===== config.mk =====
export PLATFORM = sky130hd
export DESIGN_NAME = ap_host_sequencer_flat
export DESIGN_NICKNAME = d
export VERILOG_FILES = /design/src/rtl/ap_host_sequencer_if.sv /design/src/rtl/ap_host_sequencer.sv /design/src/flat_wrapper.sv
export SDC_FILE = /design/constraint.sdc
export NUM_CORES = 1
export LEC_CHECK = 0
export CAP_MARGIN = 20
export CORE_MARGIN = 2
export CORE_UTILIZATION = 40
export DETAILED_ROUTE_END_ITERATION = 6
export GPL_TIMING_DRIVEN = 0
export PLACE_DENSITY = 0.73
export SYNTH_ARGS = -nofsm -noshare
export SYNTH_HDL_FRONTEND = slang
export SYNTH_SLANG_ARGS = --single-unit
export TNS_END_PERCENT = 20

===== constraint.sdc =====
create_clock -name CLK100MHZ -period 2.8 [get_ports CLK100MHZ]
set_clock_uncertainty 0.2 [all_clocks]
set_input_delay 0.84 -clock CLK100MHZ [delete_from_list [all_inputs] [get_ports CLK100MHZ]]
set_output_delay 0.84 -clock CLK100MHZ [all_outputs]
set_load 0.05 [all_outputs]

===== src/rtl/ap_host_sequencer_if.sv =====
// Bundles the host control/load/readback handshakes and the AP-side bus of ap_host_sequencer.
// The sequencer uses the slave modport; the host and AP environment use the master modport.
interface ap_host_sequencer_if #(
   parameter int WORD_SIZE = 8,
   parameter int ADDR_W    = 10
);
   logic                 start;
   logic [2:0]           cmd_in;
   logic                 busy;
   logic                 done;
   logic                 error;
   logic                 ld_valid;
   logic                 ld_ready;
   logic [WORD_SIZE-1:0] ld_data;
   logic                 rd_valid;
   logic                 rd_ready;
   logic [WORD_SIZE-1:0] rd_data;
   logic [ADDR_W-1:0]    ap_addr;
   logic [WORD_SIZE-1:0] ap_data;
   logic                 ap_rst;
   logic                 ap_mode;
   logic [2:0]           ap_cmd;
   logic [1:0]           ap_sel_col;
   logic                 ap_sel_internal_col;
   logic                 ap_write_en;
   logic                 ap_read_en;
   logic [WORD_SIZE-1:0] ap_data_out;
   logic                 ap_state_irq;

   modport slave (
      input  start, cmd_in, ld_valid, ld_data, rd_ready, ap_data_out, ap_state_irq,
      output busy, done, error, ld_ready, rd_valid, rd_data,
             ap_addr, ap_data, ap_rst, ap_mode, ap_cmd, ap_sel_col,
             ap_sel_internal_col, ap_write_en, ap_read_en
   );

   modport master (
      output start, cmd_in, ld_valid, ld_data, rd_ready, ap_data_out, ap_state_irq,
      input  busy, done, error, ld_ready, rd_valid, rd_data,
             ap_addr, ap_data, ap_rst, ap_mode, ap_cmd, ap_sel_col,
             ap_sel_internal_col, ap_write_en, ap_read_en
   );
endinterface


===== src/rtl/ap_host_sequencer.sv =====
// Host-side job sequencer for an associative processor: clears the array, streams B then A
// operands in, runs the compute phase with a timeout, then reads every result cell back.
module ap_host_sequencer #(
   parameter int WORD_SIZE  = 8,
   parameter int CELL_QUANT = 512,
   parameter int ADDR_W     = 10,
   parameter int RD_LAT     = 1,
   parameter int TIMEOUT    = 4096
) (
   input logic                CLK100MHZ,
   input logic                rst_n,
   ap_host_sequencer_if.slave bus
);
   localparam int CYC_W = $clog2(TIMEOUT) + 1;
   localparam int LAT_W = $clog2(RD_LAT) + 1;
   localparam logic [ADDR_W-1:0] LAST_ADDR = ADDR_W'(CELL_QUANT - 1);
   localparam logic [CYC_W-1:0]  LAST_CYC  = CYC_W'(TIMEOUT - 1);
   localparam logic [LAT_W-1:0]  LAST_LAT  = LAT_W'(RD_LAT - 1);

   typedef enum logic [3:0] {
      S_IDLE, S_CLR0, S_CLR1, S_LOAD_B, S_LOAD_A,
      S_COMPUTE, S_RD_ISSUE, S_RD_WAIT, S_RD_HOLD, S_DONE
   } state_t;

   state_t               state_q, state_d;
   logic [ADDR_W-1:0]    cnt_q, cnt_d;
   logic [CYC_W-1:0]     cyc_q, cyc_d;
   logic [LAT_W-1:0]     lat_q, lat_d;
   logic [2:0]           cmd_q, cmd_d;
   logic [WORD_SIZE-1:0] rd_data_q, rd_data_d;
   logic                 wr_en_q, wr_en_d;
   logic [ADDR_W-1:0]    wr_addr_q, wr_addr_d;
   logic [WORD_SIZE-1:0] wr_data_q, wr_data_d;
   logic                 wr_sel_b_q, wr_sel_b_d;
   logic                 error_q, error_d;

   // State and datapath registers
   always_ff @(posedge CLK100MHZ or negedge rst_n) begin
      if (!rst_n) begin
         state_q    <= S_IDLE;
         cnt_q      <= '0;
         cyc_q      <= '0;
         lat_q      <= '0;
         cmd_q      <= 3'd0;
         rd_data_q  <= '0;
         wr_en_q    <= 1'b0;
         wr_addr_q  <= '0;
         wr_data_q  <= '0;
         wr_sel_b_q <= 1'b0;
         error_q    <= 1'b0;
      end else begin
         state_q    <= state_d;
         cnt_q      <= cnt_d;
         cyc_q      <= cyc_d;
         lat_q      <= lat_d;
         cmd_q      <= cmd_d;
         rd_data_q  <= rd_data_d;
         wr_en_q    <= wr_en_d;
         wr_addr_q  <= wr_addr_d;
         wr_data_q  <= wr_data_d;
         wr_sel_b_q <= wr_sel_b_d;
         error_q    <= error_d;
      end
   end

   // Next-state and datapath update
   always_comb begin
      state_d    = state_q;
      cnt_d      = cnt_q;
      cyc_d      = cyc_q;
      lat_d      = lat_q;
      cmd_d      = cmd_q;
      rd_data_d  = rd_data_q;
      wr_en_d    = 1'b0;
      wr_addr_d  = wr_addr_q;
      wr_data_d  = wr_data_q;
      wr_sel_b_d = wr_sel_b_q;
      error_d    = 1'b0;
      case (state_q)
         S_IDLE: begin
            if (bus.start && (bus.cmd_in == 3'd7)) begin
               error_d = 1'b1;
            end else if (bus.start) begin
               cmd_d   = bus.cmd_in;
               state_d = S_CLR0;
            end else begin
               state_d = S_IDLE;
            end
         end
         S_CLR0: state_d = S_CLR1;
         S_CLR1: begin
            cnt_d   = '0;
            state_d = S_LOAD_B;
         end
         S_LOAD_B, S_LOAD_A: begin
            if (bus.ld_valid) begin
               wr_en_d    = 1'b1;
               wr_addr_d  = cnt_q;
               wr_data_d  = bus.ld_data;
               wr_sel_b_d = (state_q == S_LOAD_B);
               if (cnt_q == LAST_ADDR) begin
                  cnt_d   = '0;
                  cyc_d   = '0;
                  state_d = (state_q == S_LOAD_B) ? S_LOAD_A : S_COMPUTE;
               end else begin
                  cnt_d = cnt_q + ADDR_W'(1);
               end
            end else begin
               wr_en_d = 1'b0;
            end
         end
         S_COMPUTE: begin
            // Compute starts only once the final A word has landed in the array
            if (wr_en_q) begin
               cyc_d = '0;
            end else if (bus.ap_state_irq) begin
               cnt_d   = '0;
               state_d = S_RD_ISSUE;
            end else if (cyc_q == LAST_CYC) begin
               error_d = 1'b1;
               state_d = S_IDLE;
            end else begin
               cyc_d = cyc_q + CYC_W'(1);
            end
         end
         S_RD_ISSUE: begin
            lat_d   = '0;
            state_d = S_RD_WAIT;
         end
         S_RD_WAIT: begin
            if (lat_q == LAST_LAT) begin
               rd_data_d = bus.ap_data_out;
               state_d   = S_RD_HOLD;
            end else begin
               lat_d = lat_q + LAT_W'(1);
            end
         end
         S_RD_HOLD: begin
            if (bus.rd_ready && (cnt_q == LAST_ADDR)) begin
               cnt_d   = '0;
               state_d = S_DONE;
            end else if (bus.rd_ready) begin
               cnt_d   = cnt_q + ADDR_W'(1);
               state_d = S_RD_ISSUE;
            end else begin
               state_d = S_RD_HOLD;
            end
         end
         S_DONE:  state_d = S_IDLE;
         default: state_d = S_IDLE;
      endcase
   end

   // Outputs decode only registered state, so all of them sit at 0 while rst_n is low
   assign bus.busy                = (state_q != S_IDLE);
   assign bus.done                = (state_q == S_DONE);
   assign bus.error               = error_q;
   assign bus.ld_ready            = (state_q == S_LOAD_B) || (state_q == S_LOAD_A);
   assign bus.rd_valid            = (state_q == S_RD_HOLD);
   assign bus.rd_data             = rd_data_q;
   assign bus.ap_rst              = (state_q == S_CLR0) || (state_q == S_CLR1);
   assign bus.ap_sel_internal_col = (state_q == S_CLR1);
   assign bus.ap_mode             = (state_q == S_COMPUTE) && !wr_en_q;
   assign bus.ap_cmd              = (state_q == S_COMPUTE) ? cmd_q : 3'd0;
   assign bus.ap_write_en         = wr_en_q;
   assign bus.ap_read_en          = (state_q == S_RD_ISSUE);
   assign bus.ap_addr             = (state_q == S_RD_ISSUE) ? cnt_q : wr_addr_q;
   assign bus.ap_data             = wr_data_q;
   // A write still in flight keeps the column it was accepted under
   assign bus.ap_sel_col          = (state_q == S_RD_ISSUE) ? 2'd2 :
                                    wr_en_q                 ? {1'b0, wr_sel_b_q} :
                                    (state_q == S_LOAD_B)   ? 2'd1 : 2'd0;
endmodule


===== src/flat_wrapper.sv =====
// flat-port wrapper written by rule: the top's interface ports become plain ports
module ap_host_sequencer_flat 
#(
   parameter int WORD_SIZE  = 8,
   parameter int CELL_QUANT = 512,
   parameter int ADDR_W     = 10,
   parameter int RD_LAT     = 1,
   parameter int TIMEOUT    = 4096
)
  (CLK100MHZ, rst_n, bus_start, bus_cmd_in, bus_ld_valid, bus_ld_data, bus_rd_ready, bus_ap_data_out, bus_ap_state_irq, bus_busy, bus_done, bus_error, bus_ld_ready, bus_rd_valid, bus_rd_data, bus_ap_addr, bus_ap_data, bus_ap_rst, bus_ap_mode, bus_ap_cmd, bus_ap_sel_col, bus_ap_sel_internal_col, bus_ap_write_en, bus_ap_read_en);
  ap_host_sequencer_if #(.WORD_SIZE(WORD_SIZE), .ADDR_W(ADDR_W)) bus_i ();
  input logic CLK100MHZ;
  input logic rst_n;
  input wire logic [$bits(bus_i.start)-1:0] bus_start;
  input wire logic [$bits(bus_i.cmd_in)-1:0] bus_cmd_in;
  input wire logic [$bits(bus_i.ld_valid)-1:0] bus_ld_valid;
  input wire logic [$bits(bus_i.ld_data)-1:0] bus_ld_data;
  input wire logic [$bits(bus_i.rd_ready)-1:0] bus_rd_ready;
  input wire logic [$bits(bus_i.ap_data_out)-1:0] bus_ap_data_out;
  input wire logic [$bits(bus_i.ap_state_irq)-1:0] bus_ap_state_irq;
  output wire logic [$bits(bus_i.busy)-1:0] bus_busy;
  output wire logic [$bits(bus_i.done)-1:0] bus_done;
  output wire logic [$bits(bus_i.error)-1:0] bus_error;
  output wire logic [$bits(bus_i.ld_ready)-1:0] bus_ld_ready;
  output wire logic [$bits(bus_i.rd_valid)-1:0] bus_rd_valid;
  output wire logic [$bits(bus_i.rd_data)-1:0] bus_rd_data;
  output wire logic [$bits(bus_i.ap_addr)-1:0] bus_ap_addr;
  output wire logic [$bits(bus_i.ap_data)-1:0] bus_ap_data;
  output wire logic [$bits(bus_i.ap_rst)-1:0] bus_ap_rst;
  output wire logic [$bits(bus_i.ap_mode)-1:0] bus_ap_mode;
  output wire logic [$bits(bus_i.ap_cmd)-1:0] bus_ap_cmd;
  output wire logic [$bits(bus_i.ap_sel_col)-1:0] bus_ap_sel_col;
  output wire logic [$bits(bus_i.ap_sel_internal_col)-1:0] bus_ap_sel_internal_col;
  output wire logic [$bits(bus_i.ap_write_en)-1:0] bus_ap_write_en;
  output wire logic [$bits(bus_i.ap_read_en)-1:0] bus_ap_read_en;
  assign bus_i.start = bus_start;
  assign bus_i.cmd_in = bus_cmd_in;
  assign bus_i.ld_valid = bus_ld_valid;
  assign bus_i.ld_data = bus_ld_data;
  assign bus_i.rd_ready = bus_rd_ready;
  assign bus_i.ap_data_out = bus_ap_data_out;
  assign bus_i.ap_state_irq = bus_ap_state_irq;
  assign bus_busy = bus_i.busy;
  assign bus_done = bus_i.done;
  assign bus_error = bus_i.error;
  assign bus_ld_ready = bus_i.ld_ready;
  assign bus_rd_valid = bus_i.rd_valid;
  assign bus_rd_data = bus_i.rd_data;
  assign bus_ap_addr = bus_i.ap_addr;
  assign bus_ap_data = bus_i.ap_data;
  assign bus_ap_rst = bus_i.ap_rst;
  assign bus_ap_mode = bus_i.ap_mode;
  assign bus_ap_cmd = bus_i.ap_cmd;
  assign bus_ap_sel_col = bus_i.ap_sel_col;
  assign bus_ap_sel_internal_col = bus_i.ap_sel_internal_col;
  assign bus_ap_write_en = bus_i.ap_write_en;
  assign bus_ap_read_en = bus_i.ap_read_en;
  ap_host_sequencer #(.WORD_SIZE(WORD_SIZE), .CELL_QUANT(CELL_QUANT), .ADDR_W(ADDR_W), .RD_LAT(RD_LAT), .TIMEOUT(TIMEOUT)) u_core (.CLK100MHZ(CLK100MHZ), .rst_n(rst_n), .bus(bus_i));
endmodule

# Word-level counts from Yosys, hierarchy flattened
# Index checks and enable logic that the tools add are counted.
dict set report op_classes {
  addsub 3
  eq_ne 22
  muxes 39
  bitwise 2
  n_reduce_logical 18
}
# operator count
set op_table {}
lappend op_table {{$mux 10} 7}
lappend op_table {{$mux 13} 5}
lappend op_table {{$pmux 10 s4} 1}
lappend op_table {{$mux 4} 9}
lappend op_table {{$pmux 4 s8} 1}
lappend op_table {{$pmux 13 s2} 1}
lappend op_table {{$eq 4x3->1 const B} 4}
lappend op_table {{$add 13x1->13 const B} 1}
lappend op_table {{$eq 13x12->1 const B} 1}
lappend op_table {{$ne 3x2->1 const B} 4}
lappend op_table {{$add 10x1->10 const B} 1}
lappend op_table {{$eq 10x9->1 const B} 1}
lappend op_table {{$mux 1} 10}
lappend op_table {{$ne 2x2->1 const B} 5}
lappend op_table {{$reduce_and 5->1} 2}
lappend op_table {{$eq 4x2->1 const B} 2}
lappend op_table {{$eq 4x4->1 const B} 2}
lappend op_table {{$reduce_bool 4->1} 2}
lappend op_table {{$reduce_and 6->1} 1}
lappend op_table {{$eq 4x1->1 const B} 1}
lappend op_table {{$logic_not 4->1} 1}
lappend op_table {{$mux 2} 2}
lappend op_table {{$pmux 1 s2} 2}
lappend op_table {{$reduce_and 2->1} 2}
lappend op_table {{11 further kinds} 16}
dict set report totals {
  register_bits 60
  inputBits 25
  output_inout_bits 41
}

# Logic depth before layout (Yosys ltp)
# Gate-level depths: netlist (run 1).
dict set report depth {
  ltp_word 5
  mapped_depth 9
}

# Worst setup path after synthesis (run 1)
# No wires, ideal clock.
dict set report synth_timing {
  path_kind {flip-flop to output port}
  start {register u_core.state_q[3]}
  end {output port bus_done}
  t_arrival_ns 2.318
  t_required_ns 1.760
  path_slack_ns -0.558
  path_stages_with_launch 4
  path_buffers 1
  cell_sequence {dfrtp_1 > clkbuf_1 > inv_1 > nor4_1}
}
dict set report synth_between {
  elab_chain_len 1
}
# element line
set synth_rtl {}
lappend synth_rtl {{from (decl)} ap_host_sequencer.sv:25} ;# state_t state_q, state_d;
lappend synth_rtl {{from (signal assigned)} ap_host_sequencer.sv:52} ;# state_q <= state_d;
lappend synth_rtl {{$eq 4x4->1} ap_host_sequencer.sv:156} ;# assign bus.done = (state_q == S_DONE);
lappend synth_rtl {{to (decl)} flat_wrapper.sv:22} ;# output wire logic [$bits(bus_i.done)-1:0] bus_done;
# Every way passes these cells.

# Worst setup path after layout (run 1)
dict set report layout_timing {
  start {register u_core.state_q[0]}
  end {output port bus_ap_addr[1]}
}
dict set report layout_between {
  elab_chain_len 2
}
# element line
set layout_rtl {}
lappend layout_rtl {{$eq 4x3->1} ap_host_sequencer.sv:167} ;# assign bus.ap_addr = (state_q == S_RD_ISSUE) ? cnt_q : wr_addr_q;
lappend layout_rtl {{$mux 10} ap_host_sequencer.sv:167}
lappend layout_rtl {{to (decl)} flat_wrapper.sv:27} ;# output wire logic [$bits(bus_i.ap_addr)-1:0] bus_ap_addr;
# Every way passes these cells.

==> results of run 1 <==
-- kinds of logic (layout without fill, tap and decap cells) --
| logic type | count (synthesis) | count (layout) | synth area share, % |
|---|---|---|---|
| simple gates | 101 | 101 | 18.2 |
| compound gates | 76 | 76 | 18.1 |
| flops | 59 | 59 | 45.9 |
| mux | 39 | 39 | 13.6 |
| buf+inv | 23 | 119 | 3.27 |
| fa+ha+maj | 2 | 2 | 0.777 |
| xor+xnor | 1 | 1 | 0.272 |
-- report_power, final --
| part | internal, mW | switching, mW | leakage (nW) |
|---|---|---|---|
| logic | 1.05 | 1.61 | 1.13 |
| clock network | 0.585 | 0.336 | 0.112 |
| registers | 1.07 | 0.142 | 0.766 |
-- state kept, by name, summed over array words and instances, names as in the netlist --
| name | count |
|---|---|
| u_core.bus.error | 1 |
| u_core.cnt_q | 10 |
| u_core.cyc_q | 13 |
| u_core.cmd_q | 3 |
| u_core.wr_addr_q | 10 |
| u_core.wr_sel_b_q | 1 |
| u_core.bus.ap_data | 8 |
| u_core.bus.ap_write_en | 1 |
| u_core.bus.rd_data | 8 |
| u_core.state_q | 4 |
-- final cells by class --
cell class | count | area [um^2] | share of cell area, %
plain buffers | 12 | 98.8 | 2.20
clock buffers | 10 | 128 | 2.84
multi-input cells | 219 | 1710 | 38.0
flip-flops and latches | 59 | 1480 | 32.9
repair buffers | 81 | 806 | 17.9
well taps | 102 | 128 | 2.84
clock inverters | 5 | 103 | 2.28
inverters | 11 | 46.3 | 1.03
-- repair_timing --
| item | in CTS | in global routing |
|---|---|---|
| resized for setup | 160 | 16 |
| setup buffers | 7 | 7 |
| pin swaps | 1 | 1 |
| hold endpoints to repair | 0 | 0 |
| setup endpoints to repair | 23 | 19 |
| cloned | 1 | 0 |
-- worst max path at each step --
stage / startpoint / endpoint / slack [ns] / cells after the start
after CTS: u_core.state_q[0] / bus_ap_addr[2] / -0.13 / 6
after detailed placement: u_core.state_q[3] / bus_ap_addr[6] / -0.68 / 6
after floorplan: u_core.state_q[3] / bus_ap_rst / -0.04 / 2
final: u_core.state_q[0] / bus_ap_addr[1] / -0.13 / 6
after global placement: rst_n / u_core.bus.ap_data[6] / -1.24 / 1
after global routing: u_core.state_q[0] / bus_ap_addr[1] / -0.20 / 6
-- critical path, delay by kind of cell, from the launching register on --
family,cells,cell delay (ns)
buffers and inverters,3,0.47
multiplexers,1,0.33
flip-flops,1,0.43
AND/OR/NAND/NOR,2,0.33
-- metrics by stage --
step / setup TNS, ns / setup slack, ns
3_5_place_dp: -13.19 / -0.676
6_report: -1.15 / -0.134
4_1_cts: -1.22 / -0.127
5_1_grt: -1.94 / -0.196
3_3_place_gp: -85.64 / -1.24
2_1_floorplan: -0.0672 / -0.0366
-- cell usage after synthesis (2+ instances only) --
master / n
dfrtp_1: 59
nand3b_1: 2
o22a_1: 3
a41oi_1: 2
o31ai_1: 10
inv_2: 3
inv_1: 8
a22oi_1: 2
a31oi_1: 4
or3_1: 2
o22ai_1: 2
o21a_1: 2
a22o_1: 2
mux2i_1: 2
ha_1: 2
nor3_1: 4
clkbuf_1: 2
and2_1: 7
nand2b_1: 4
nor4_1: 3
and3_1: 10
a221o_1: 6
a21oi_1: 9
nor2b_1: 4
mux2_2: 36
o21ai_0: 19
nand4_1: 6
nor2_1: 14
and4b_1: 2
buf_4: 3
nand3_1: 13
buf_2: 6
nand2_1: 19
-- layer usage --
layer | up-vias | track usage, %
li1 | 1321 | -
met1 | 1418 | 24.6
met2 | 89 | 29.6
met3 | 8 | 7.06
met4 | 0 | 4.83
met5 | - | 0
==> run metrics, run 1 <==
most used cell, CP buf_6; post-synth top area share 45.9%; DRT Pass-1 Iters 4; die height 93.7 um; die footprint 8780 um^2; DR WL/cell 16.1 um; fraction of layout cells with a size suffix above 1 31.5%; CTS Hold Bufs 0; post-route cell area 4490 um^2; Hold Crit Endpoint u_core.cmd_q[2]; RSZ-0062 raised after global routing true; IO Pins 66; failing checks negative setup slack; worst-path cell chain buf_6 -> nand2b_4 -> nor2_4 -> buf_6 -> mux2_4 -> buf_8; Area Growth Syn to Fin 39.7%; Met1 Wirelength 3550 um; Fmax 341 MHz; Final Setup Violations 10; MaxCap Viol Count 0; initial drt markers 166; Placed Cells 469; antenna viol nets, final 0; Worst Path Max Fanout 6; CTS tree done; CP max-delay cell dfrtp_1; status complete, but fails checks; setup slack after layout -0.134 ns; Port Buffers 65; relative slew slack 40.9%; nature of the critical path endpoint output pin; crit path time final 2.93 ns; Cell variety after synth 62; CTS Buf Count 9; gate count of the mapped netlist 301; Critical Path AT 1.89 ns; period utilisation layout 105%; Worst R2R Start u_core.cnt_q[0]; Initial Utilization 41.4%; Post-DP HPWL 5390 um; clk sinks 59; number of remaining DRC errors 0; Synth Register Bits 59; Worst setup SP type register; largest cells by area after synthesis dfrtp_1, mux2_2, o21ai_0; clk slew on worst S/H paths 0.07 ns; placed instance area 4030 um^2; Lkg Pwr 2.01 nW; Crit path required time 1.76 ns; Primary FF master, synth dfrtp_1; Clock Path Buffers 2; Routed Wire Length 8030 um; WHS Path Cells 1; VDD IR-drop max 0.799 mV; Fin. Hold Viols 0; setup slack, reg-to-reg 0.30 ns; CTS root buf clkbuf_8; DR vias/cell 5.68; die width 93.7 um; asr flop ratio synth 100%; area leader, netlist dfrtp_1; Avg Cell Area, Syn 10.7 um^2; Vias 2836; Detail Route met3 WL 554 um; Tightest Pin Transition 0.887 ns; Setup Crit Path Kind register to output pin; EDFF count, synth 0; first-pass GRT wire length 13200 um; syn nets 328; type of the worst min-delay path register to register; Core ar. 7770 um^2; warnings from Yosys 0; clk_lat worst skew 0.33 ns; vias in the first global route 2768; final net count 420; mapped cell area 3220 um^2; path depth of the worst reg2reg path 5; CTS HTree Levels 3; GRT Residual Overflow 0; most common cell after layout, fill and taps aside dfrtp_1; hold path startpoint u_core.cmd_q[2]; uppermost routed layer met4; Layout Cells excl Fill 499; Final GP Congestion 0.857; Largest stage delay, worst path 0.43 ns; commonest non-fill, non-tap cells in the layout dfrtp_1, clkdlybuf4s50_1, mux2_2; Pwr Density 1070 nW/um^2; largest net degree at the start of global routing 38; Tot GR Track Use 18.9%; Core Rows 32; WHS 0.279 ns; Worst R2R End u_core.state_q[2]; Fill cells 654; antenna violations before repair 0; WL met2 3870 um; Design Power 4.79 mW; Final Max Slew Viols 0; antenna cells 0; sequential share of the synthesized area 45.9%; Layout Utilization 57.9%
No activity file was read; power rests on OpenSTA's default activity.
==> run 2: changes to the inputs <==
--- a/config.mk
+++ b/config.mk
@@ -14,4 +14,3 @@
 export SYNTH_ARGS = -nofsm -noshare
 export SYNTH_HDL_FRONTEND = slang
 export SYNTH_SLANG_ARGS = --single-unit
-export TNS_END_PERCENT = 20
==> run 2 against run 1 <==
Effect of this change:
- the flow still finishes with violations (negative setup slack)
- combinational power increased by 2%
- final cell count increased by 0.20%
- worst setup slack improved by 0.041 ns
- sequential power about the same
- non-clock buffer count unchanged
- power increased by 0.62%
- wire length increased by 0.92%
- maximum frequency increased by 1.4%
- core utilization increased by 0.55 points
- hold slack about the same
- count of clock-buffer cells in the layout increased by 2
==> run metrics, run 2 (same netlist as run 1, synthesis figures left out) <==
WHS Path Cells 2 (+1); IO Pins 66 (unchanged); period utilisation layout 103% (-1.4 points); Clock Path Buffers 2 (unchanged); Fill cells 661 (+1.1%); Tot GR Track Use 19.3% (+0.41 points); Top reg by flops u_core.cyc_q; Tightest Pin Transition 0.629 ns (-0.258 ns); Worst setup SP type register; failing checks negative setup slack; Worst Path Max Fanout 6 (unchanged); number of remaining DRC errors 0 (unchanged); relative slew slack 58.1% (+17 points); initial drt markers 139 (-16%); Placed Cells 469 (unchanged); CTS tree done; most common cell after layout, fill and taps aside dfrtp_1; antenna viol nets, final 0 (unchanged); die width 93.7 um (unchanged); antenna violations before repair 0 (unchanged); clk slew on worst S/H paths 0.06 ns (about the same); type of the worst min-delay path register to register; WHS 0.279 ns (+0.000444 ns); nature of the critical path endpoint output pin; clk sinks 59 (unchanged); status complete, but fails checks; path depth of the worst reg2reg path 5 (unchanged); CTS HTree Levels 3 (unchanged); max reg flops 13 (unchanged); Pwr Density 1060 nW/um^2 (-0.32%); Post-DP HPWL 5350 um (-0.71%); crit path time final 2.89 ns (-0.0406 ns); Fin. Hold Viols 0 (unchanged); Routed Wire Length 8110 um (+0.92%); DR WL/cell 16.2 um (+0.72%); Initial Utilization 41.4% (unchanged); MaxCap Viol Count 0 (unchanged); Crit path required time 1.76 ns (about the same); VDD IR-drop max 0.604 mV (-24%); setup slack after layout -0.0931 ns (+0.0406 ns); commonest non-fill, non-tap cells in the layout dfrtp_1, clkdlybuf4s50_1, mux2_2; antenna cells 0 (unchanged); CTS root buf clkbuf_8; Final Max Slew Viols 0 (unchanged); CTS Buf Count 9 (unchanged); CTS Hold Bufs 0 (unchanged); final setup TNS -0.767 ns (+0.387 ns); Final GP Congestion 0.851 (-0.70%); Port Buffers 65 (unchanged); Vias 2776 (-2.1%); Core ar. 7770 um^2 (unchanged); Area Growth Syn to Fin 41.0%; Layout Cells excl Fill 500 (+0.20%); Core Rows 32 (unchanged); clk_lat worst skew 0.34 ns (about the same); Largest regs u_core.cyc_q x13, u_core.cnt_q x10, u_core.wr_addr_q x10; fraction of layout cells with a size suffix above 1 32.4% (+0.93 points); die height 93.7 um (unchanged); vias in the first global route 2786 (+0.65%); DRT Pass-1 Iters 5 (+1); Final Setup Violations 10 (unchanged); RSZ-0062 raised after global routing true; largest net degree at the start of global routing 35 (-7.9%); first-pass GRT wire length 13500 um (+2.4%); Setup Crit Path Kind register to output pin; Lkg Pwr 2.02 nW (+0.50%); Critical Path AT 1.85 ns (-0.04 ns); Fmax 346 MHz (+1.4%); die footprint 8780 um^2 (unchanged); final net count 420 (unchanged); DR vias/cell 5.55 (-2.3%); GRT Residual Overflow 0 (unchanged)
-- run 2: cell count changes in the layout (fill, tap and decap cells not counted), sizes merged --
| cell | delta |
|---|---|
| buf | +1 |
| bufinv | -1 |
| clkdlybuf4s15 | +1 |
-- run 2: area by class of cell --
class	instances	area (um^2)	share of cell area [%]
buffer	12	100	2.21
clock buffer	12	155	3.42
clock inverter	4	72.6	1.60
inverter	11	51.3	1.13
multi-input combinational	219	1740	38.4
sequential	59	1480	32.6
tap	102	128	2.81
timing repair buffer	81	810	17.8
-- run 2: path summary, 6_finish.rpt --
kind / slack (ns) / endpoint / from
worst min-delay path: 0.28 / u_core.wr_addr_q[9] / u_core.wr_addr_q[9]
min in group asynchronous: 0.32 / u_core.cyc_q[7] / rst_n
worst max register to register: 0.34 / u_core.state_q[2] / u_core.cnt_q[1]
max in group asynchronous: 1.48 / u_core.wr_addr_q[9] / rst_n
worst min register to register: 0.28 / u_core.wr_addr_q[9] / u_core.wr_addr_q[9]
worst max-delay path: -0.09 / bus_ap_addr[5] / u_core.state_q[0]
-- run 2: repair_timing --
item                                    in CTS  in global routing
pin swaps                                    1                  1
buffers inserted                             8                  6
gates cloned                                 1                  0
endpoints found under the hold margin        0                  0
endpoints found under the setup margin      23                 29
resized for setup                          167                 17
-- run 2: stage by stage --
| step | cell area (um^2) | worst slack (ns) | util, % | total power [mW] |
|---|---|---|---|---|
| 2_1_floorplan | 3230 | -0.0305 | - | 2.92 |
| 4_1_cts | 4440 | -0.128 | 57.2 | 4.68 |
| 6_report | 4540 | -0.0931 | 58.4 | 4.82 |
| 3_5_place_dp | 4030 | -0.708 | 51.8 | 3.64 |
| 3_3_place_gp | 4010 | -1.23 | 51.6 | 3.61 |
| 5_1_grt | 4540 | -0.146 | 58.4 | 5.06 |
-- run 2: worst max-delay path, stage by stage, from the launching register on --
cell      delay (ns)
dfrtp_2         0.43
buf_6           0.14
nand2b_4        0.15
nor2_4          0.14
buf_6           0.17
mux2_4          0.32
buf_8           0.15
-- run 2: power by group --
group	switching, mW	internal, mW
Combinational	1.63	1.09
Sequential	0.152	1.07
Clock	0.334	0.548
-- run 2: metal layers --
layer | global-route usage, % | vias up | share of wire (%)
li1 | - | 1326 | -
met1 | 24.2 | 1353 | 44
met2 | 32.1 | 88 | 49
met3 | 6.82 | 9 | 6.7
met4 | 3.86 | 0 | 0.74
met5 | 0 | - | 0
